`src/rtl/dmem_arbiter.sv`:
```
// dmem_arbiter: shares the single-port dmem between the MIPS core (port C) and a
// host/loader port (port H). Sticky grant with a burst limit so neither side starves.
//
// Ports:
//   clk, reset                  clock; asynchronous active-low reset
//   c_req/c_we/c_addr/c_wdata   core request, write enable, byte address, write data
//   c_gnt                       core access accepted this cycle (combinational)
//   c_rvalid/c_rdata            core read data, valid the cycle after a read grant
//   h_*                         same set for the host port
//   mem_we/mem_a/mem_wd         to dmem.we / dmem.a / dmem.wd
//   mem_rd                      from dmem.rd (combinational read)
//   owner                       last granted port (0 = core, 1 = host)
//   err                         one-cycle pulse after a rejected access
//
// Optional feature: define DMEM_ARB_ADDR_CHECK_EN to reject granted accesses whose word
// address addr[15:1] is >= DEPTH (write suppressed, rvalid with zero data, err pulse).

module dmem_arbiter #(
  parameter int unsigned BURST_MAX = 4,
  parameter int unsigned DEPTH     = 64
) (
  input  logic        clk,
  input  logic        reset,
  input  logic        c_req,
  input  logic        c_we,
  input  logic [15:0] c_addr,
  input  logic [15:0] c_wdata,
  output logic        c_gnt,
  output logic        c_rvalid,
  output logic [15:0] c_rdata,
  input  logic        h_req,
  input  logic        h_we,
  input  logic [15:0] h_addr,
  input  logic [15:0] h_wdata,
  output logic        h_gnt,
  output logic        h_rvalid,
  output logic [15:0] h_rdata,
  output logic        mem_we,
  output logic [15:0] mem_a,
  output logic [15:0] mem_wd,
  input  logic [15:0] mem_rd,
  output logic        owner,
  output logic        err
);

  typedef enum logic [1:0] {StIdle, StOwnC, StOwnH} state_e;

  localparam logic [3:0] BurstMax = 4'(BURST_MAX);

  state_e      state_q, state_d;
  logic [3:0]  burst_cnt_q, burst_cnt_d;
  logic        owner_q, owner_d;
  logic        c_gnt_raw, h_gnt_raw;
  logic [3:0]  cnt_inc;
  logic        under_limit;

  logic        any_gnt;
  logic        sel_we;
  logic [15:0] sel_addr;
  logic [15:0] sel_wd;
  logic        oob;

  logic        c_rvalid_q, h_rvalid_q, err_q;
  logic [15:0] c_rdata_q, h_rdata_q;

  assign cnt_inc     = (burst_cnt_q == 4'hf) ? 4'hf : burst_cnt_q + 4'd1;
  assign under_limit = (burst_cnt_q < BurstMax);

  // Arbitration: grant and next state derived from current owner and both requests.
  always_comb begin
    c_gnt_raw   = 1'b0;
    h_gnt_raw   = 1'b0;
    state_d     = state_q;
    burst_cnt_d = burst_cnt_q;
    unique case (state_q)
      StIdle: begin
        if (c_req) begin
          c_gnt_raw   = 1'b1;
          state_d     = StOwnC;
          burst_cnt_d = 4'd1;
        end else if (h_req) begin
          h_gnt_raw   = 1'b1;
          state_d     = StOwnH;
          burst_cnt_d = 4'd1;
        end
      end
      StOwnC: begin
        if (c_req && (under_limit || !h_req)) begin
          c_gnt_raw   = 1'b1;
          burst_cnt_d = cnt_inc;
        end else if (h_req) begin
          h_gnt_raw   = 1'b1;
          state_d     = StOwnH;
          burst_cnt_d = 4'd1;
        end else begin
          state_d     = StIdle;
          burst_cnt_d = 4'd0;
        end
      end
      StOwnH: begin
        if (h_req && (under_limit || !c_req)) begin
          h_gnt_raw   = 1'b1;
          burst_cnt_d = cnt_inc;
        end else if (c_req) begin
          c_gnt_raw   = 1'b1;
          state_d     = StOwnC;
          burst_cnt_d = 4'd1;
        end else begin
          state_d     = StIdle;
          burst_cnt_d = 4'd0;
        end
      end
      default: begin
        state_d     = StIdle;
        burst_cnt_d = 4'd0;
      end
    endcase
  end

  // Grants are gated by reset so nothing reaches dmem while reset is held low.
  assign c_gnt   = c_gnt_raw & reset;
  assign h_gnt   = h_gnt_raw & reset;
  assign any_gnt = c_gnt | h_gnt;

  always_comb begin
    owner_d = owner_q;
    if (c_gnt) begin
      owner_d = 1'b0;
    end else if (h_gnt) begin
      owner_d = 1'b1;
    end
  end

  // With no grant the core's address/data sit on the bus (we is still held low).
  assign sel_we   = h_gnt ? h_we    : c_we;
  assign sel_addr = h_gnt ? h_addr  : c_addr;
  assign sel_wd   = h_gnt ? h_wdata : c_wdata;

`ifdef DMEM_ARB_ADDR_CHECK_EN
  assign oob = any_gnt && ({17'b0, sel_addr[15:1]} >= DEPTH);
`else
  assign oob = 1'b0;
`endif

  assign mem_we = any_gnt & sel_we & ~oob;
  assign mem_a  = sel_addr;
  assign mem_wd = sel_wd;

  always_ff @(posedge clk or negedge reset) begin
    if (!reset) begin
      state_q     <= StIdle;
      burst_cnt_q <= 4'd0;
      owner_q     <= 1'b0;
    end else begin
      state_q     <= state_d;
      burst_cnt_q <= burst_cnt_d;
      owner_q     <= owner_d;
    end
  end

  // Read return path. A rejected access returns zero data with rvalid, even for writes.
  always_ff @(posedge clk or negedge reset) begin
    if (!reset) begin
      c_rvalid_q <= 1'b0;
      h_rvalid_q <= 1'b0;
      c_rdata_q  <= 16'h0000;
      h_rdata_q  <= 16'h0000;
      err_q      <= 1'b0;
    end else begin
      c_rvalid_q <= c_gnt & (~c_we | oob);
      h_rvalid_q <= h_gnt & (~h_we | oob);
      err_q      <= oob;
      if (c_gnt && oob) begin
        c_rdata_q <= 16'h0000;
      end else if (c_gnt && !c_we) begin
        c_rdata_q <= mem_rd;
      end
      if (h_gnt && oob) begin
        h_rdata_q <= 16'h0000;
      end else if (h_gnt && !h_we) begin
        h_rdata_q <= mem_rd;
      end
    end
  end

  assign c_rvalid = c_rvalid_q;
  assign h_rvalid = h_rvalid_q;
  assign c_rdata  = c_rdata_q;
  assign h_rdata  = h_rdata_q;
  assign owner    = owner_q;
  assign err      = err_q;

endmodule

```
`config.mk`:
```
export PLATFORM = sky130hd
export DESIGN_NAME = dmem_arbiter
export DESIGN_NICKNAME = d
export VERILOG_FILES = /design/src/rtl/dmem_arbiter.sv
export SDC_FILE = /design/constraint.sdc
export NUM_CORES = 1
export LEC_CHECK = 0
export CORE_MARGIN = 8
export CORE_UTILIZATION = 25
export DETAILED_ROUTE_END_ITERATION = 6
export HOLD_SLACK_MARGIN = 0.02
export PLACE_DENSITY = 0.59
export SYNTH_ARGS = -nofsm -noshare
export SYNTH_HDL_FRONTEND = slang
export SYNTH_SLANG_ARGS = --single-unit
```
`constraint.sdc`:
```
create_clock -name clk -period 3.33 [get_ports clk]
set_input_delay 0.666 -clock clk [delete_from_list [all_inputs] [get_ports clk]]
set_output_delay 0.666 -clock clk [all_outputs]
set_load 0.03 [all_outputs]
```
==> results of run 1 <==
==> registers in the layout, summed over array words and instances (netlist names) <==
register	cells
c_rdata	16
h_rdata	16
burst_cnt_q	4
state_q	2
c_rvalid	1
h_rvalid	1
owner	1
==> how the worst min path moves through the flow <==
| stage | from | endpoint | slack [ns] | depth (start not counted) |
|---|---|---|---|---|
| 2_1_floorplan | reset | burst_cnt_q[0]$_DFFE_PN0P_ | 0.37 | 0 |
| 3_3_place_gp | h_rdata[12]$_DFFE_PN0P_ | h_rdata[12]$_DFFE_PN0P_ | 0.47 | 1 |
| 3_5_place_dp | h_rdata[12]$_DFFE_PN0P_ | h_rdata[12]$_DFFE_PN0P_ | 0.47 | 1 |
| 4_1_cts | h_rdata[8]$_DFFE_PN0P_ | h_rdata[8]$_DFFE_PN0P_ | 0.49 | 1 |
| 5_1_grt | h_rdata[10]$_DFFE_PN0P_ | h_rdata[10]$_DFFE_PN0P_ | 0.50 | 1 |
| 6_report | reset | h_rdata[14]$_DFFE_PN0P_ | 0.49 | 2 |
==> layout make-up <==
type	count	area, µm²	area share [%]
timing repair buffer	166	1590	40.9
multi-input combinational	112	1050	27.0
sequential	41	1030	26.3
tap	108	135	3.47
clock buffer	6	72.6	1.86
inverter	3	11.3	0.289
clock inverter	1	8.76	0.225
==> power breakdown <==
group	internal [mW]	leakage, nW	switching, mW
clock	0.145	0.0412	0.163
sequential	0.611	0.498	0.0582
combinational	0.429	1.09	0.457
==> cells in the final DEF, fill, tap and decap left out, types with 2 or more instances in the layout <==
cell type,instances
clkdlybuf4s50_1,121
mux2_2,55
dfrtp_1,41
dlygate4sd2_1,26
buf_4,17
mux2_1,9
nor2_1,7
o21ai_0,5
a21oi_1,5
clkbuf_8,5
inv_1,3
nor2b_1,3
nand2_1,2
and3_1,2
nand3b_1,2
==> kinds of logic (layout without fill, tap and decap cells) <==
logic type                 after synthesis  count (layout)  share of synthesized area [%]
AOI/OAI and AO/OA                       20              20                           7.12
adders and majority gates                1               1                          0.579
buffers and inverters                   16             176                           4.11
DFF                                     41              41                           47.5
muxes                                   64              64                           33.3
other                                    1               1                          0.173
and+or+nand+nor                         26              26                           7.23
==> worst register-to-register path: stages, from the launching register on <==
cell      delay [ns]
dfrtp_1         0.38
or3b_4          0.42
a311oi_4        0.34
buf_12          0.24
buf_4           0.17
nor2b_2         0.13
buf_4           0.27
mux2_2          0.37
==> layer usage <==
metal / wire length (µm) / vias up / GRT usage (%)
met4: 21 / 0 / 2.64
met2: 3620 / 107 / 20.8
met3: 1090 / 2 / 5.85
met5: 0 / - / 0
met1: 2750 / 935 / 12.7
li1: - / 924 / -
==> stage by stage <==
| step | setup TNS (ns) | hold WS, ns |
|---|---|---|
| 2_1_floorplan | 0 | 0.370 |
| 3_3_place_gp | -0.123 | 0.470 |
| 3_5_place_dp | -0.214 | 0.474 |
| 4_1_cts | 0 | 0.494 |
| 5_1_grt | 0 | 0.503 |
| 6_report | 0 | 0.488 |
==> repair_timing <==
action	in CTS	in global routing
resized for setup	26	0
setup endpoints to repair	26	0
hold buffers	0	0
==> impl_metrics.yaml, run 1 <==
run_status:
  status: "complete, no violations"
critical_path:
  timing.rr.end: "h_rdata[3]$_DFFE_PN0P_"
  crit_path_end_kind: "output port"
  crit_required_ns: 2.66
  crit_path_end: "c_gnt"
  crit_start: "c_req"
  worst_path_most_repeated_cell: "clkdlybuf4s50_1"
  cp_top_family: "buffers and inverters"
  slowest_stage: "clkdlybuf4s50_1"
  arrival_ns: 2.52
  rr_worst_depth: 7
  cp.depth: 5
  r2r-start: "burst_cnt_q[2]$_DFFE_PN0P_"
  critPathMaxFanout: 8
  cp_cell_sequence: "clkdlybuf4s50_1 -> buf_4 -> and4_1 -> nor2b_1 -> clkdlybuf4s50_1"
  cpPeakStageDelay_ns: 0.70
  critical_path_class: "input port to output port"
  regToRegSetupSlack_ns: 0.89
  worst-path-buf-inv: 3
  startpoint_type: "input port"
routing:
  drc_errors: 0
  totalWireLength_um: 7480
  ant_nets: 0
  routedWlPerCell_um: 17.1
  drt_iter0_drc: 58
  routed_via_density: 4.50
  firstDrtPassIters: 4
  vias: 1968
global_route:
  grt_pass1_vias: 2066
  grt_first_pass_wirelength_um: 11100
  overflow: 0
  grt_usage_pct: 11.9
  antenna_found_initial: 0
  grt_max_degree: 42
synth:
  netlist.area_leader.share_pct: 47.5
  synth_common_cells: "mux2_2 (55), dfrtp_1 (41), mux2_1 (9)"
  synthCells: 169
  ys_types: 36
  syn_area_per_cell_um2: 12.8
  seq_area_frac_synth_pct: 47.5
  synth_nets: 256
  netlist_area_mm2: 0.00216
  yosysMostFrequentCell: "mux2_2"
  synth_area_leaders: "dfrtp_1 (47%), mux2_2 (29%), mux2_1 (4.7%), a311oi_4 (1.2%), nor2_1 (1.2%)"
  synth-seq-cells: 41
  ys.flop_type: "dfrtp_1"
  synth-warning-count: 0
  synth_edf_count: 0
  yosysTopAreaCell: "dfrtp_1"
  synthArstFlopShare_pct: 100
hold_path:
  hold_path.class: "input port to asynchronous set/reset pin"
sta:
  period_needed_ns: 3.19
  setup_slack_ns: 0.141
  worst_slew_pin_slew_ns: 0.517
  drv_slew: 0
  rsz0062_at_grt: "false"
  timing.fmax_ghz: 0.314
  hold_viol: 0
  fin_crit_sh_pct: 95.8
  maxSlewHeadroom_pct: 65.2
  skew_ns: 0.00635
  setup_viol: 0
place:
  dpl.cell_count: 430
  placed_cell_area_mm2: 0.00385
  dp_slack_ns: -0.0215
  gp_congestion: 0.705
  dp_hpwl_um: 5990
  io_buffers: 155
power:
  power_density_mw_per_mm2: 478
  power.static_leakage_nw: 1.62
  ir_worst_vdd_v: 0.000393
  totalPowerFinal_mw: 1.86
clock_tree:
  clockRootBuffer: "clkbuf_8"
  clkLatencyLatePin_ns: 0.28
  postCtsSetupBuffers: 0
  clk_pin_slew_worst_paths_ns: 0.08
  htreeDepth: 2
  cts_made_buffers: 5
  tritoncts: "done"
  cts_num_sinks: 41
  cts_buffer_depth: 2
floorplan:
  dieArea_mm2: 0.0119
  ios: 157
  placementRows: 34
  start_util_pct: 25.3
  die_y_um: 109
  fp.coreArea_mm2: 0.00855
  die_x_um: 109
finish:
  layout.nets: 416
  insertedDiodeCount: 0
  design_area_mm2: 0.00389
  fill_cells: 818
  final_cells: 437
  syn_to_final_growth_pct: 80.2
  fin_util_pct: 45.6
  drive_above_1_share_pct: 25.8
job:
  cap_viol_max_count: 0
No activity file was read; power rests on OpenSTA's default activity.
==> inputs of run 2 (changes only) <==
--- a/config.mk
+++ b/config.mk
@@ -13,3 +13,4 @@
 export SYNTH_ARGS = -nofsm -noshare
 export SYNTH_HDL_FRONTEND = slang
 export SYNTH_SLANG_ARGS = --single-unit
+export TNS_END_PERCENT = 1
==> results of run 2 <==
Final layout, timing and power as in run 1 (identical DEF).
==> inputs of run 3 (changes only) <==
--- a/config.mk
+++ b/config.mk
@@ -10,6 +10,7 @@
 export DETAILED_ROUTE_END_ITERATION = 6
 export HOLD_SLACK_MARGIN = 0.02
 export PLACE_DENSITY = 0.59
+export SLEW_MARGIN = 20
 export SYNTH_ARGS = -nofsm -noshare
 export SYNTH_HDL_FRONTEND = slang
 export SYNTH_SLANG_ARGS = --single-unit
==> results of run 3 <==
Final layout, timing and power as in run 1 (identical DEF).
